**config.mk**
```make
export PLATFORM = sky130hd
export DESIGN_NAME = stream_demux1_4
export DESIGN_NICKNAME = d
export VERILOG_FILES = /design/src/rtl/stream_demux1_4.sv
export SDC_FILE = /design/constraint.sdc
export NUM_CORES = 1
export LEC_CHECK = 0
export BUFFER_PORTS_ARGS = -buffer_cell sky130_fd_sc_hd__buf_2
export CELL_PAD_IN_SITES_DETAIL_PLACEMENT = 0
export CELL_PAD_IN_SITES_GLOBAL_PLACEMENT = 1
export CORE_ASPECT_RATIO = 1.5
export CORE_MARGIN = 2
export CORE_UTILIZATION = 40
export DETAILED_ROUTE_END_ITERATION = 10
export HOLD_SLACK_MARGIN = 0.08
export PLACE_DENSITY_LB_ADDON = 0.1
export SLEW_MARGIN = 20
export SYNTH_ARGS = -nofsm -noshare
export SYNTH_HDL_FRONTEND = slang
export SYNTH_SLANG_ARGS = --single-unit
```
**constraint.sdc**
```tcl
create_clock -name clk -period 2.5 [get_ports clk]
set_input_delay 0 -clock clk [delete_from_list [all_inputs] [get_ports clk]]
set_output_delay 0 -clock clk [all_outputs]
set_load 0.1 [all_outputs]
```
**src/rtl/stream_demux1_4.sv**
```systemverilog
// stream_demux1_4: registered 1-to-4 stream demultiplexer.
// Each input beat goes to one of four channel holding registers. Every
// channel has its own valid/ready handshake, so a stalled channel only
// blocks beats addressed to it.
// Build option: define DEMUX_RR_EN to take the destination from an internal
// round-robin pointer instead of in_sel.
module stream_demux1_4 #(
    parameter int DW = 8
) (
    input  logic            clk,
    input  logic            rst_n,
    input  logic            in_valid,
    output logic            in_ready,
    input  logic [DW-1:0]   in_data,
    input  logic [1:0]      in_sel,
    output logic [3:0]      out_valid,
    input  logic [3:0]      out_ready,
    output logic [4*DW-1:0] out_data,
    output logic [1:0]      rr_ptr
);

    logic [3:0]    valid_r;
    logic [DW-1:0] data_r [4];
    logic [1:0]    dst_s;
    logic          ready_s;
    logic          accept_s;
    logic [3:0]    load_s;

`ifdef DEMUX_RR_EN
    logic [1:0] ptr_r;
    logic       sel_unused_s;

    // in_sel has no role when the pointer picks the destination
    assign sel_unused_s = ^in_sel;

    // Round-robin pointer steps to the next channel only on an accepted beat
    always_ff @(posedge clk or negedge rst_n) begin
        if (!rst_n) begin
            ptr_r <= 2'd0;
        end else if (accept_s) begin
            ptr_r <= ptr_r + 2'd1;
        end else begin
            ptr_r <= ptr_r;
        end
    end

    assign dst_s  = ptr_r;
    assign rr_ptr = ptr_r;
`else
    assign dst_s  = in_sel;
    assign rr_ptr = 2'd0;
`endif

    // Ready looks only at the addressed channel: free, or being drained now
    always_comb begin
        ready_s = 1'b0;
        if (!valid_r[dst_s] || out_ready[dst_s]) begin
            ready_s = 1'b1;
        end else begin
            ready_s = 1'b0;
        end
    end

    assign in_ready = ready_s;
    assign accept_s = in_valid & ready_s;

    // One-hot load strobe; at most one channel loads per edge
    always_comb begin
        load_s = 4'b0000;
        if (accept_s) begin
            load_s = 4'b0001 << dst_s;
        end else begin
            load_s = 4'b0000;
        end
    end

    // Channel holding registers: reload wins over drain so there is no bubble
    always_ff @(posedge clk or negedge rst_n) begin
        if (!rst_n) begin
            valid_r <= 4'b0000;
            for (int k = 0; k < 4; k++) begin
                data_r[k] <= {DW{1'b0}};
            end
        end else begin
            for (int k = 0; k < 4; k++) begin
                if (load_s[k]) begin
                    valid_r[k] <= 1'b1;
                    data_r[k]  <= in_data;
                end else if (valid_r[k] && out_ready[k]) begin
                    valid_r[k] <= 1'b0;
                    data_r[k]  <= data_r[k];
                end else begin
                    valid_r[k] <= valid_r[k];
                    data_r[k]  <= data_r[k];
                end
            end
        end
    end

    assign out_valid = valid_r;

    // Pack the channel registers onto the flat output bus
    always_comb begin
        out_data = {(4*DW){1'b0}};
        for (int k = 0; k < 4; k++) begin
            out_data[k*DW +: DW] = data_r[k];
        end
    end

endmodule

```
* Word level (Yosys, flattened, before mapping)
Cells that the tools add are included.
** Storage, ports and cells
- Flip-flop bits (word level) :: 36
- Latch bits :: 0
- Bits in writable memories :: 0
- ROM bits :: 0
- Input port bits :: 17
- Output and inout port bits :: 39
- Logic and storage cells :: 35
- Memories :: 0
** Operators by class
- Add/sub/neg operators :: 0
- Multiply operators :: 0
- Divide/modulo/power cells :: 0
- $lt $le $gt $ge :: 1
- Eq/ne operators :: 0
- Shifts and indexed selects :: 1
- Muxes and demuxes :: 14
- Bitwise operators :: 1
- Reductions and logical operators :: 10
** Operator list (number)
- 1-bit 2-to-1 mux :: 11
- 2-bit nonzero test :: 4
- 1-bit binary-select mux with 2-bit select :: 2
- 1-bit logical AND :: 4
- 4-bit 2-to-1 mux :: 1
- 1-bit by 2-bit left shift with 4-bit output (first input constant) :: 1
- 2-bit by 3-bit less-than comparator with 1-bit output (second input constant) :: 1
- 1-bit AND :: 1
- 1-bit logical NOT :: 1
- 1-bit logical OR :: 1

* Depth between registers and ports, before layout
Gate-level depths: netlist of run 1.
- Depth in word-level cells :: 8
- Gate-level depth with buffers :: 5
- Depth with buffers taken out :: 3

* Worst setup path after synthesis of run 1
OpenSTA, ideal clock, no wires.
- Path kind :: reg-to-output
- From :: register valid_r[0], in the netlist out_valid[0]
- To :: output port in_ready
- Arrival time :: 1.873 ns
- Required time :: 2.500 ns
- Setup slack :: 0.627 ns
- Stages on the path, launching flop included :: 3
- Buffers on the path :: 0
- Cells stage by stage :: dfrtp_1 -> nand2b_1 -> mux4_2
** On the way
- Word-level cells in the longest chain between the ends :: 5
** Ends and longest elaborated chain
- from (decl) :: RTL line 22 : logic [3:0] valid_r;
- from (signal, indexed assignment) :: RTL line 93 : valid_r[k] <= valid_r[k];
- 1-bit binary-select mux with 2-bit select :: RTL line 57 : if (!valid_r[dst_s] || out_ready[dst_s]) begin
- 1-bit 2-to-1 mux (implied by the code) :: RTL line 57
- 1-bit logical NOT :: RTL line 57
- 1-bit logical OR :: RTL line 57
- 1-bit 2-to-1 mux :: RTL line 57
- to (decl) :: RTL line 13 : output logic in_ready,
Every way passes these cells. The select of a mux whose other input is x is not followed.

* Final worst setup path of run 1
- From :: input port in_sel[0]
- To :: register data_r, in the netlist out_data[25]
** On the way
- Word-level cells in the longest chain between the ends :: 7
- Elaborated cells between the ends (all ways) :: 10
- Classes of those cells :: shift (1); mux (6); bitwise (1); reduce/logical (2)
** Ends and longest elaborated chain
- from (decl) :: RTL line 15 : input logic [1:0] in_sel,
- 1-bit binary-select mux with 2-bit select :: RTL line 57
- 1-bit 2-to-1 mux (implied by the code) :: RTL line 57
- 1-bit logical NOT :: RTL line 57
- 1-bit logical OR :: RTL line 57
- 1-bit 2-to-1 mux :: RTL line 57
- 1-bit AND :: RTL line 65 : assign accept_s = in_valid & ready_s;
- 4-bit 2-to-1 mux (*) :: RTL line 70 : if (accept_s) begin
- to (signal, indexed assignment) :: RTL line 82 : data_r[k] <= {DW{1'b0}};
- to (signal, indexed assignment) :: RTL line 88 : data_r[k] <= in_data;
- to (signal, indexed assignment) :: RTL line 91 : data_r[k] <= data_r[k];
- to (decl) :: RTL line 23 : logic [DW-1:0] data_r [4];
Every way passes the cells marked *; elsewhere a longest branch is shown, timed or not. The select of a mux whose other input is x is not followed.
A chain may end at the register's enable or synchronous reset.

==> results of run 1 <==
## layout make-up
class | count | area, sq um | share of cell area (%)
Clock buffer | 6 | 72.57 | 3.723
Tap cell | 42 | 52.55 | 2.696
Clock inverter | 1 | 5.005 | 0.2567
Sequential cell | 36 | 900.9 | 46.21
Timing Repair Buffer | 69 | 425.4 | 21.82
Multi-Input combinational cell | 51 | 493.0 | 25.29
## cells by family after synthesis
group,Yosys count,synth area share [%]
AOI/OAI and AO/OA,1,0.3521
DFF,36,63.44
buffers and inverters,5,2.114
other,1,0.2641
muxes,33,26.96
and+or+nand+nor,15,6.872
## registers in the layout, summed over array words and instances (netlist names)
| register | count |
|---|---|
| out_data | 32 |
| out_valid | 4 |
## worst max-delay path by stage
stage,startpoint,end,depth (start not counted)
3_3_place_gp,out_valid[3],out_data[24],3
6_report,in_sel[0],out_data[25],5
4_1_cts,in_sel[1],out_data[14],5
5_1_grt,in_sel[0],out_data[26],5
2_1_floorplan,out_valid[0],in_ready,2
3_5_place_dp,out_valid[3],out_data[28],3
## worst max-delay path: cells and delay by family
kind	cells	cell delay [ns]
buffers and inverters	2	0.72
AND/OR/NAND/NOR	2	0.68
multiplexers	1	0.41
## cell usage after synthesis, types with 2 or more instances
master / n / area share, %
dfrtp_1: 36 / 63
nor2b_1: 2 / 0.88
nand2_1: 5 / 1.3
buf_2: 3 / 1.1
buf_4: 2 / 1.1
nand2b_1: 4 / 1.8
mux2_2: 32 / 25
## layer usage
layer,up-vias,share of wire [%]
met2,38,50
li1,451,-
met3,7,6.1
met1,498,42
met5,-,0
met4,0,1.9
## power breakdown
part           internal, uW  switching [uW]  total (uW)  leakage [uW]
clock network           189             193         382     0.0000410
registers               697            56.1         753      0.000431
logic                   194             996        1190      0.000467
total                  1080            1250        2330      0.000939
## metrics by stage
stage          instances  total power (uW)  cell area (sq um)  hold WS, ns
2_1_floorplan         92              1757               1424      -0.2956
3_3_place_gp         182              1930               1712       0.1187
3_5_place_dp         182              1942               1712       0.1386
4_1_cts              205              2345               1949       0.3680
5_1_grt              205              2414               1949       0.4049
6_report             205              2325               1949       0.3331
==> summary.txt, run 1 <==
Clocking
  • TritonCTS buffer count: 5
  • Clk root buf: clkbuf_8
  • H-tree depth: 2
  • Hold buffers post-CTS: 16
  • CTS tree: yes
  • Skew-Pair Late Insertion Delay: about 0.28 ns
  • Clk pin slew, worst setup/hold paths: 0.07 ns
  • Num Clock Sinks: 36
  • Post-CTS setup buffer count: 0
  • CTS-repair resized insts: 0
  • Max clock buf depth: 2

Global route
  • GR Util met2: 26.75%
  • Vias in the first global route: just over 1k
  • Global-route wire length before repair: about 5000 microns
  • Grt met1 use: 21.28%
  • Largest net degree at the start of global routing: 37
  • Total GRT Usage: 16.96%
  • Grt met3 use: approximately 4.5%
  • GRT busiest layer: met2
  • Global route overflow: 0
  • Initial antenna violation count: 0

Logic synthesis
  • Synth Warn #: 0
  • Register area share after synthesis: approximately 63%
  • Async set-reset flop share out of synthesis: 100.0%
  • Synthesized instance count: between 90 and 100
  • Post-synth top flop: dfrtp_1
  • Cell Area, Synth: around 0.0014 sq mm
  • Count of cell types in the netlist: 14
  • Syn_area_per_cell: 15.61 sq um
  • Yosys reg bits: 36
  • Post-synth EDFFs: 0

Worst setup path
  • Crit path capture type: register
  • Reg2Reg Capture Point: out_data[25]
  • Reg-to-Reg Start: out_valid[3]
  • Crit-path slowest cell: nor2b_1
  • Critical-path cell list: dlygate4sd3_1, buf_2, nand3_1, nor2b_1, mux2_2
  • Req. time, crit path: around 2.7 ns
  • Crit path kind: in2reg
  • Critical Path AT: approximately 1.8 ns
  • CP max FO: 8
  • Setup crit start kind: input port
  • Worst R2R Path Depth: 3
  • R2r setup slk: about 0.90 ns
  • Crit-path max cell delay: roughly 0.57 ns

Finish
  • Nets: 180
  • Share of cells above drive strength 1: between 50% and 60%
  • Post-layout util: roughly 57%
  • Filler Cells Inserted: 325
  • Commonest non-fill, non-tap cell in the layout: buf_2
  • Commonest non-fill, non-tap cells in the layout: buf_2, dfrtp_1, mux2_2
  • Layout area overhead: 37.27%
  • Ant. Diodes: 0

Hold path
  • Worst hold path class: in2async

Drt
  • Vias/cell: a little under 5
  • First DRT Iteration DRCs: 19
  • Residual DRC: 0
  • WL per Instance: ~15 microns
  • Routed Antenna Nets: 0
  • Total Routed Length: roughly 3000 microns
  • Total iterations of the first detailed-routing run: 4
  • DR vias: roughly 1,000

Timing
  • Worst Tran Pin Value: between 0.7 and 0.8 ns
  • Max-slew violation count: 0
  • Unrepaired setup endpoints after global routing: no
  • Final Critical Period: approximately 1.6 ns
  • Setup-failing EPs final: 0
  • Fin crit share: between 60% and 70%
  • Fmax achieved: slightly above 600 MHz
  • Setup WS post-layout: between 0.8 and 0.9 ns
  • Final Hold Fails: 0
  • Max_slew headroom: between 40 and 50%
  • Skew final: between 0.002 and 0.0025 ns
  • Setup TNS: 0 ns

Outcome
  • Outcome: finished clean

Floorplan
  • Starting Density: about two fifths
  • Ports: 56
  • DIE WIDTH: 52.65 microns
  • Die Footprint: 0.004053 sq mm
  • # rows: 26
  • Die span in y: slightly below 80 microns
  • Core area: approximately 0.0034 sq mm

Flow run
  • Max Cap Viol: 0

Placed design
  • DP HPWL: 2077 microns
  • Pre-CTS setup slack: ~0.87 ns
  • I/O Buffers: 53
  • Final GP Congestion: 0.6585

Power
  • Power Dens Cells: ~1200 mW/mm^2
  • Maximum VDD drop: ~0.00069 V
  • Leak: between 0.0009 and 0.001 uW
Note: power is estimated with default switching activity, not from simulation.
==> inputs of run 2 (changes only) <==
- ABC_AREA: not set -> 1
- CORE_UTILIZATION: 40 -> 33
- clock period: 2.5 -> 1.5 ns (I/O delays scaled with it)
==> summary.txt, run 2 <==
Floorplan
  • Die Footprint: 0.005815 sq mm (was 0.004053 sq mm)
  • Core area: 0.005085 sq mm (was 0.003416 sq mm)
  • Starting Density: 33.81% (was 41.58%)
  • # rows: 32 (was 26)
  • Ports: 56 (unchanged)
  • Die span in y: 92.40 microns (was 76.98 microns)
  • DIE WIDTH: 62.93 microns (was 52.65 microns)

Placed design
  • DP HPWL: 3412 microns (was 2077 microns)
  • I/O Buffers: 53 (unchanged)
  • Final GP Congestion: 0.7861 (was 0.6585)

Clocking
  • TritonCTS buffer count: 5 (unchanged)
  • Clk pin slew, worst setup/hold paths: 0.07 ns (about the same)
  • H-tree depth: 2 (unchanged)
  • CTS tree: yes (unchanged)
  • Skew-Pair Late Insertion Delay: 0.28 ns (about the same)
  • Max clock buf depth: 2 (unchanged)
  • Clk root buf: clkbuf_8 (unchanged)
  • Num Clock Sinks: 36 (unchanged)

Global route
  • Vias in the first global route: 1,554 (was 1,019)
  • GRT busiest layer: met2 (unchanged)
  • Largest net degree at the start of global routing: 26 (was 37)
  • Global route overflow: 0 (unchanged)
  • GR Util met2: 28.90% (was 26.75%)
  • Initial antenna violation count: 0 (unchanged)
  • Global-route wire length before repair: 7659 microns (was 4981 microns)
  • Grt met1 use: 21.39% (was 21.28%)
  • Total GRT Usage: 17.36% (was 16.96%)
  • Grt met3 use: 3.159% (was 4.475%)

Logic synthesis
  • Synthesized instance count: 180 (was 91)
  • Post-synth EDFFs: 0 (unchanged)
  • Most frequent cell after synthesis: nand2_1 (was dfrtp_1)
  • Synth Warn #: 0 (unchanged)
  • Simple-gate share of the synthesized area: 38.28% (was 6.872%)
  • Syn_area_per_cell: 9.551 sq um (was 15.61 sq um)
  • Top cell type's share of synthesized area: 52.40% (was 63.44%)
  • Synth Area in XOR/XNOR: 0% (unchanged)
  • Top post-synthesis cells by area: dfrtp_1, nand2_1, nand4_1 (was dfrtp_1, mux2_2, nand2b_1)
  • Async set-reset flop share out of synthesis: 100.0% (unchanged)
  • Largest family of logic cells by synthesized area: simple AND/OR/NAND/NOR gates (was multiplexers)
  • Count of cell types in the netlist: 23 (was 14)
  • Yosys reg bits: 36 (unchanged)
  • Commonest cells in the netlist: nand2_1, dfrtp_1, nand4_1 (was dfrtp_1, mux2_2, nand2_1, nand2b_1, buf_2)
  • Post-synthesis adder-cell area fraction: 0% (unchanged)
  • Cell Area, Synth: 0.001719 sq mm (was 0.001420 sq mm)
  • Register area share after synthesis: 52.40% (was 63.44%)
  • Multiplexer share of the synthesized area: 0% (was 26.96%)
  • Synth Area in Compound Gates: 1.164% (was 0.3524%)
  • Post-synth top flop: dfrtp_1 (unchanged)
  • Cell taking the most area after synthesis: dfrtp_1 (unchanged)

Finish
  • Commonest non-fill, non-tap cells in the layout: nand2_1, buf_2, nand4_1, dfrtp_1, dlygate4sd3_1 (was buf_2, dfrtp_1, mux2_2)
  • Share of cells above drive strength 1: 34.66% (was 57.67%)
  • Layout area overhead: 33.26% (was 37.27%)
  • Ant. Diodes: 0 (unchanged)
  • Largest register FFs: 32 (unchanged)
  • Commonest non-fill, non-tap cell in the layout: nand2_1 (was buf_2)
  • Nets: 267 (was 180)

Timing
  • Fmax achieved: ~700 MHz
  • Fin crit share: a little over nine tenths
  • Setup-failing EPs final: 0 (unchanged)
  • Worst Tran Pin Value: 0.5591 ns (was 0.7865 ns)
  • Unrepaired setup endpoints after global routing: no (unchanged)
  • Final Critical Period: ~1.4 ns
  • Min Hold Slack: 0.2217 ns (was 0.3331 ns)
  • Setup TNS: 0 ns (unchanged)
  • Max_slew headroom: 62.73% (was 47.57%)
  • Final Hold Fails: 0 (unchanged)
  • Skew final: 0.002383 ns (was 0.002119 ns)
  • Max-slew violation count: 0 (unchanged)

Worst setup path
  • Setup crit start kind: register (was input port)
  • Critical Path AT: 1.43 ns (was 1.81 ns)
  • CP max FO: 8 (unchanged)
  • Req. time, crit path: 1.50 ns (was 2.67 ns)
  • Crit path capture type: output port (was register)
  • Crit path kind: reg2out (was in2reg)

Drt
  • DR vias: 1,556 (was 994)
  • Vias/cell: 4.878 (was 4.849)
  • Routed Antenna Nets: 0 (unchanged)
  • WL per Instance: 15.23 microns (was 14.83 microns)
  • Total iterations of the first detailed-routing run: 4 (unchanged)
  • Total Routed Length: 4858 microns (was 3040 microns)
  • Residual DRC: 0 (unchanged)
  • First DRT Iteration DRCs: 61 (was 19)

Power
  • Internal power: 1863 uW (was 1080 uW)
  • Comb power frac: 50.3% (was 51.2%)
  • Maximum VDD drop: 0.0007220 V (was 0.0006904 V)
  • Clk network pwr share: 18.5% (was 16.4%)
  • Power Dens Cells: 1763 mW/mm^2 (was 1193 mW/mm^2)
  • P_sw: 2176 uW (was 1245 uW)
  • Net Sw Frac: 53.87% (was 53.55%)
  • Part of the power in registers: 31.2% (was 32.4%)
  • Leak: 0.001212 uW (was 0.0009388 uW)

Flow run
  • Max Cap Viol: 0 (unchanged)

Hold path
  • Worst hold path class: in2async (unchanged)

Outcome
  • Outcome: finished clean (unchanged)
-- run 2: changes by cell type in the layout (fill, tap and decap cells not counted), moves of 5 or more --
cell and delta:
buf_4 +5, nand4_1 +32, nand2_1 +68, mux2_2 -32
-- run 2: layout make-up --
cell class              instances  area [sq um]
fillers                       526          2794
repair buffers                 71         447.9
multi-input cells             129         713.2
clock buffers                   8         100.1
flip-flops and latches         36         915.9
inverters                       7         28.78
well taps                      68         85.08
-- run 2: power by group through the flow --
stage,sequential (uW),combinational [uW],clock (uW)
final,1260,2030,746
after global placement,1270,1980,0
after CTS,1260,2030,773
after detailed placement,1280,1990,0
after floorplan,2620,324,0
after global routing,1290,2110,816
-- run 2: per-layer routing --
metal,part of all wire (%),up-vias
met5,0,-
met4,1.9,0
met3,4.7,9
met2,51,52
met1,42,750
li1,-,745
-- run 2: path summary, 6_finish.rpt --
check	startpoint	to	slack, ns	cells after the start
setup / recovery	out_valid[0]	in_ready	0.07	6
hold / removal	rst_n	out_valid[1]	0.22	2
hold reg to reg	out_data[22]	out_data[22]	0.47	2
max in group asynchronous	rst_n	out_data[0]	0.68	3
min in group clk	in_sel[1]	out_data[4]	0.23	4
setup reg to reg	out_valid[0]	out_data[30]	0.13	8
-- run 2: logic make-up after synthesis --
| group | count (synthesis) |
|---|---|
| AOI/OAI and AO/OA | 4 |
| buffers and inverters | 18 |
| DFF | 36 |
| other | 1 |
| and+or+nand+nor | 121 |
-- run 2: critical path, cell delays in order (launching register included) --
cell     delay, ns
dfrtp_4       0.49
nand2_1       0.07
nand2_1       0.04
nand2_1       0.09
nand2_4       0.10
nand2_8       0.14
buf_12        0.19
-- run 2: through the flow --
stage | cell area, sq um | setup slack [ns] | cells | total power [uW] | utilization [%]
6_report | 2291 | 0.07150 | 319 | 4040 | 45.05
5_1_grt | 2291 | 0.009130 | 319 | 4213 | 45.05
4_1_cts | 2260 | 0.001090 | 316 | 4063 | 44.44
3_5_place_dp | 2018 | 0.05241 | 294 | 3269 | 39.69
3_3_place_gp | 2018 | 0.09779 | 294 | 3245 | 39.69
2_1_floorplan | 1738 | 0.02406 | 181 | 2946 | -
-- run 2: timing repair --
| action | CTS | global route |
|---|---|---|
| pin swaps | 1 | 2 |
| resized for setup | 0 | 1 |
| gates cloned | 1 | 1 |
| buffers inserted | 0 | 2 |
| setup endpoints to repair | 1 | 11 |
| hold buffers | 13 | 0 |
| endpoints found under the hold margin | 56 | 0 |
==> inputs of run 3 (changes only) <==
--- a/config.mk
+++ b/config.mk
@@ -13,3 +13,3 @@
 export CORE_MARGIN = 2
-export CORE_UTILIZATION = 33
+export CORE_UTILIZATION = 24
 export DETAILED_ROUTE_END_ITERATION = 10
--- a/constraint.sdc
+++ b/constraint.sdc
@@ -3,2 +3,2 @@
 set_output_delay 0 -clock clk [all_outputs]
-set_load 0.1 [all_outputs]
+set_load 0.02 [all_outputs]
==> summary.txt, run 3 (synthesis results as in run 2) <==
Placed design
  • I/O Buffers: 53 (unchanged)
  • Final GP Congestion: 0.7270 (was 0.7861)
  • DP HPWL: 3568 microns (was 3412 microns)

Worst setup path
  • Crit-path max cell delay: 0.41 ns (was 0.49 ns)
  • Crit path capture type: output port (unchanged)
  • Top delay family on crit path: simple AND/OR/NAND/NOR gates (was flip-flops)
  • Critical Path AT: 1.40 ns (was 1.43 ns)
  • Req. time, crit path: 1.50 ns (about the same)
  • Cell mode on critical path: nand2_1 (unchanged)
  • Crit-path slowest cell: dfrtp_1 (was dfrtp_4)
  • CP max FO: 17 (was 8)
  • Worst R2R Path Depth: 8 (unchanged)
  • R2r setup slk: 0.18 ns (was 0.13 ns)
  • Crit path kind: reg2out (unchanged)
  • CP bufs+invs: 1 (unchanged)
  • Critical-path cell list: nand2_1, nand2_1, nand2_1, nand2_2, nand2_8, buf_2 (was nand2_1, nand2_1, nand2_1, nand2_4, nand2_8, buf_12)
  • Critical path depth: 6 (unchanged)
  • Setup crit start kind: register (unchanged)

Global route
  • Initial antenna violation count: 0 (unchanged)
  • Total GRT Usage: 13.63% (was 17.36%)
  • Global route overflow: 0 (unchanged)
  • Vias in the first global route: 1,486 (was 1,554)
  • Largest net degree at the start of global routing: 35 (was 26)
  • Global-route wire length before repair: 8024 microns (was 7659 microns)

Clocking
  • CTS tree: yes (unchanged)
  • Num Clock Sinks: 36 (unchanged)
  • Skew-Pair Late Insertion Delay: 0.29 ns (was 0.28 ns)
  • H-tree depth: 2 (unchanged)
  • CTS-repair resized insts: 0 (unchanged)
  • Clk pin slew, worst setup/hold paths: 0.08 ns (was 0.07 ns)
  • Clk root buf: clkbuf_8 (unchanged)
  • TritonCTS buffer count: 5 (unchanged)
  • Max clock buf depth: 2 (unchanged)

Flow run
  • Max Cap Viol: 0 (unchanged)

Finish
  • Commonest non-fill, non-tap cell in the layout: nand2_1 (unchanged)
  • Ant. Diodes: 0 (unchanged)
  • Share of cells above drive strength 1: 32.93% (was 34.66%)
  • Largest register FFs: 32 (unchanged)
  • Nets: 265 (was 267)
  • Layout area overhead: 31.15% (was 33.26%)
  • Commonest non-fill, non-tap cells in the layout: nand2_1, buf_2, dfrtp_1 (was nand2_1, buf_2, nand4_1, dfrtp_1, dlygate4sd3_1)

Timing
  • Fin crit share: 93.54% (was 95.23%)
  • Final Critical Period: 1.403 ns (was 1.429 ns)
  • Max-slew violation count: 0 (unchanged)
  • Skew final: 0.005551 ns (was 0.002383 ns)
  • Unrepaired setup endpoints after global routing: no (unchanged)
  • Setup-failing EPs final: 0 (unchanged)
  • Worst Tran Pin Value: 0.5728 ns (was 0.5591 ns)
  • Setup TNS: 0 ns (unchanged)
  • Fmax achieved: 712.7 MHz (was 700.0 MHz)
  • Final Hold Fails: 0 (unchanged)
  • Max_slew headroom: 61.81% (was 62.73%)

Floorplan
  • Die Footprint: 0.007870 sq mm (was 0.005815 sq mm)
  • Ports: 56 (unchanged)
  • Starting Density: 24.92% (was 33.81%)
  • DIE WIDTH: 73.11 microns (was 62.93 microns)
  • # rows: 37 (was 32)
  • Die span in y: 107.7 microns (was 92.40 microns)
  • Core area: 0.006898 sq mm (was 0.005085 sq mm)

Drt
  • Residual DRC: 0 (unchanged)
  • First DRT Iteration DRCs: 74 (was 61)
  • Routed Antenna Nets: 0 (unchanged)
  • WL per Instance: 15.77 microns (was 15.23 microns)
  • Vias/cell: 4.676 (was 4.878)
  • Total Routed Length: 5156 microns (was 4858 microns)
  • Total iterations of the first detailed-routing run: 4 (unchanged)
  • DR vias: 1,529 (was 1,556)

Hold path
  • Worst hold path class: in2async (unchanged)

Outcome
  • Outcome: finished clean (unchanged)

Power
  • Leak: 0.001202 uW (was 0.001212 uW)
  • Power Dens Cells: 1247 mW/mm^2 (was 1763 mW/mm^2)
  • Maximum VDD drop: 0.0005035 V (was 0.0007220 V)
  • Pwr Total: 2811 uW (was 4040 uW)
## run 3: path summary, 6_finish.rpt
kind / from / to
worst max-delay path: out_valid[3] / in_ready
worst min-delay path: rst_n / out_data[20]
worst max register to register: out_valid[3] / out_data[1]
worst min register to register: out_data[15] / out_data[15]
max in group asynchronous: rst_n / out_data[13]
min in group clk: in_sel[1] / out_data[2]
## run 3: metal layers
layer / track usage, % / up-vias / wire length, microns
li1: - / 740 / -
met1: 18.29 / 736 / 2343
met2: 21.24 / 47 / 2503
met3: 2.809 / 6 / 234
met4: 5.291 / 0 / 74
met5: 0 / - / 0
## run 3: repair_timing
item                       in CTS  in global routing
setup endpoints to repair       0                  2
hold endpoints to repair       72                  0
hold buffers                   13                  0
setup buffers                   0                  0
## run 3: final cells by class
type / instances / area [sq um]
fillers: 766 / 4643
flip-flops and latches: 36 / 900.9
multi-input cells: 128 / 696.9
repair buffers: 70 / 437.9
well taps: 78 / 97.59
clock buffers: 6 / 82.58
inverters: 7 / 28.78
clock inverters: 2 / 10.01
## run 3: power breakdown
group	switching, uW	internal (uW)
clock	360	367
combinational	557	275
sequential	99.8	1150
total	1020	1790
## run 3: worst reg2reg max path, cell delays in order, from the launching register on
cell,delay (ns)
dfrtp_1,0.39
nand2_1,0.06
nand2_1,0.07
nand2_1,0.06
nand2_2,0.16
nand2_8,0.14
buf_4,0.19
nand4_1,0.07
nand2_1,0.06
## run 3: per-stage QoR
stage / hold slack (ns) / area, sq um / utilization [%] / setup WS, ns / instances
floorplan: -0.2956 / 1723 / - / 0.2635 / 181
global placement: 0.008287 / 2021 / 29.29 / 0.1448 / 305
detailed placement: -0.006165 / 2021 / 29.29 / 0.1411 / 305
CTS: 0.2181 / 2243 / 32.52 / 0.03630 / 326
global route: 0.2479 / 2255 / 32.69 / 0.01277 / 327
finish: 0.2144 / 2255 / 32.69 / 0.09683 / 327
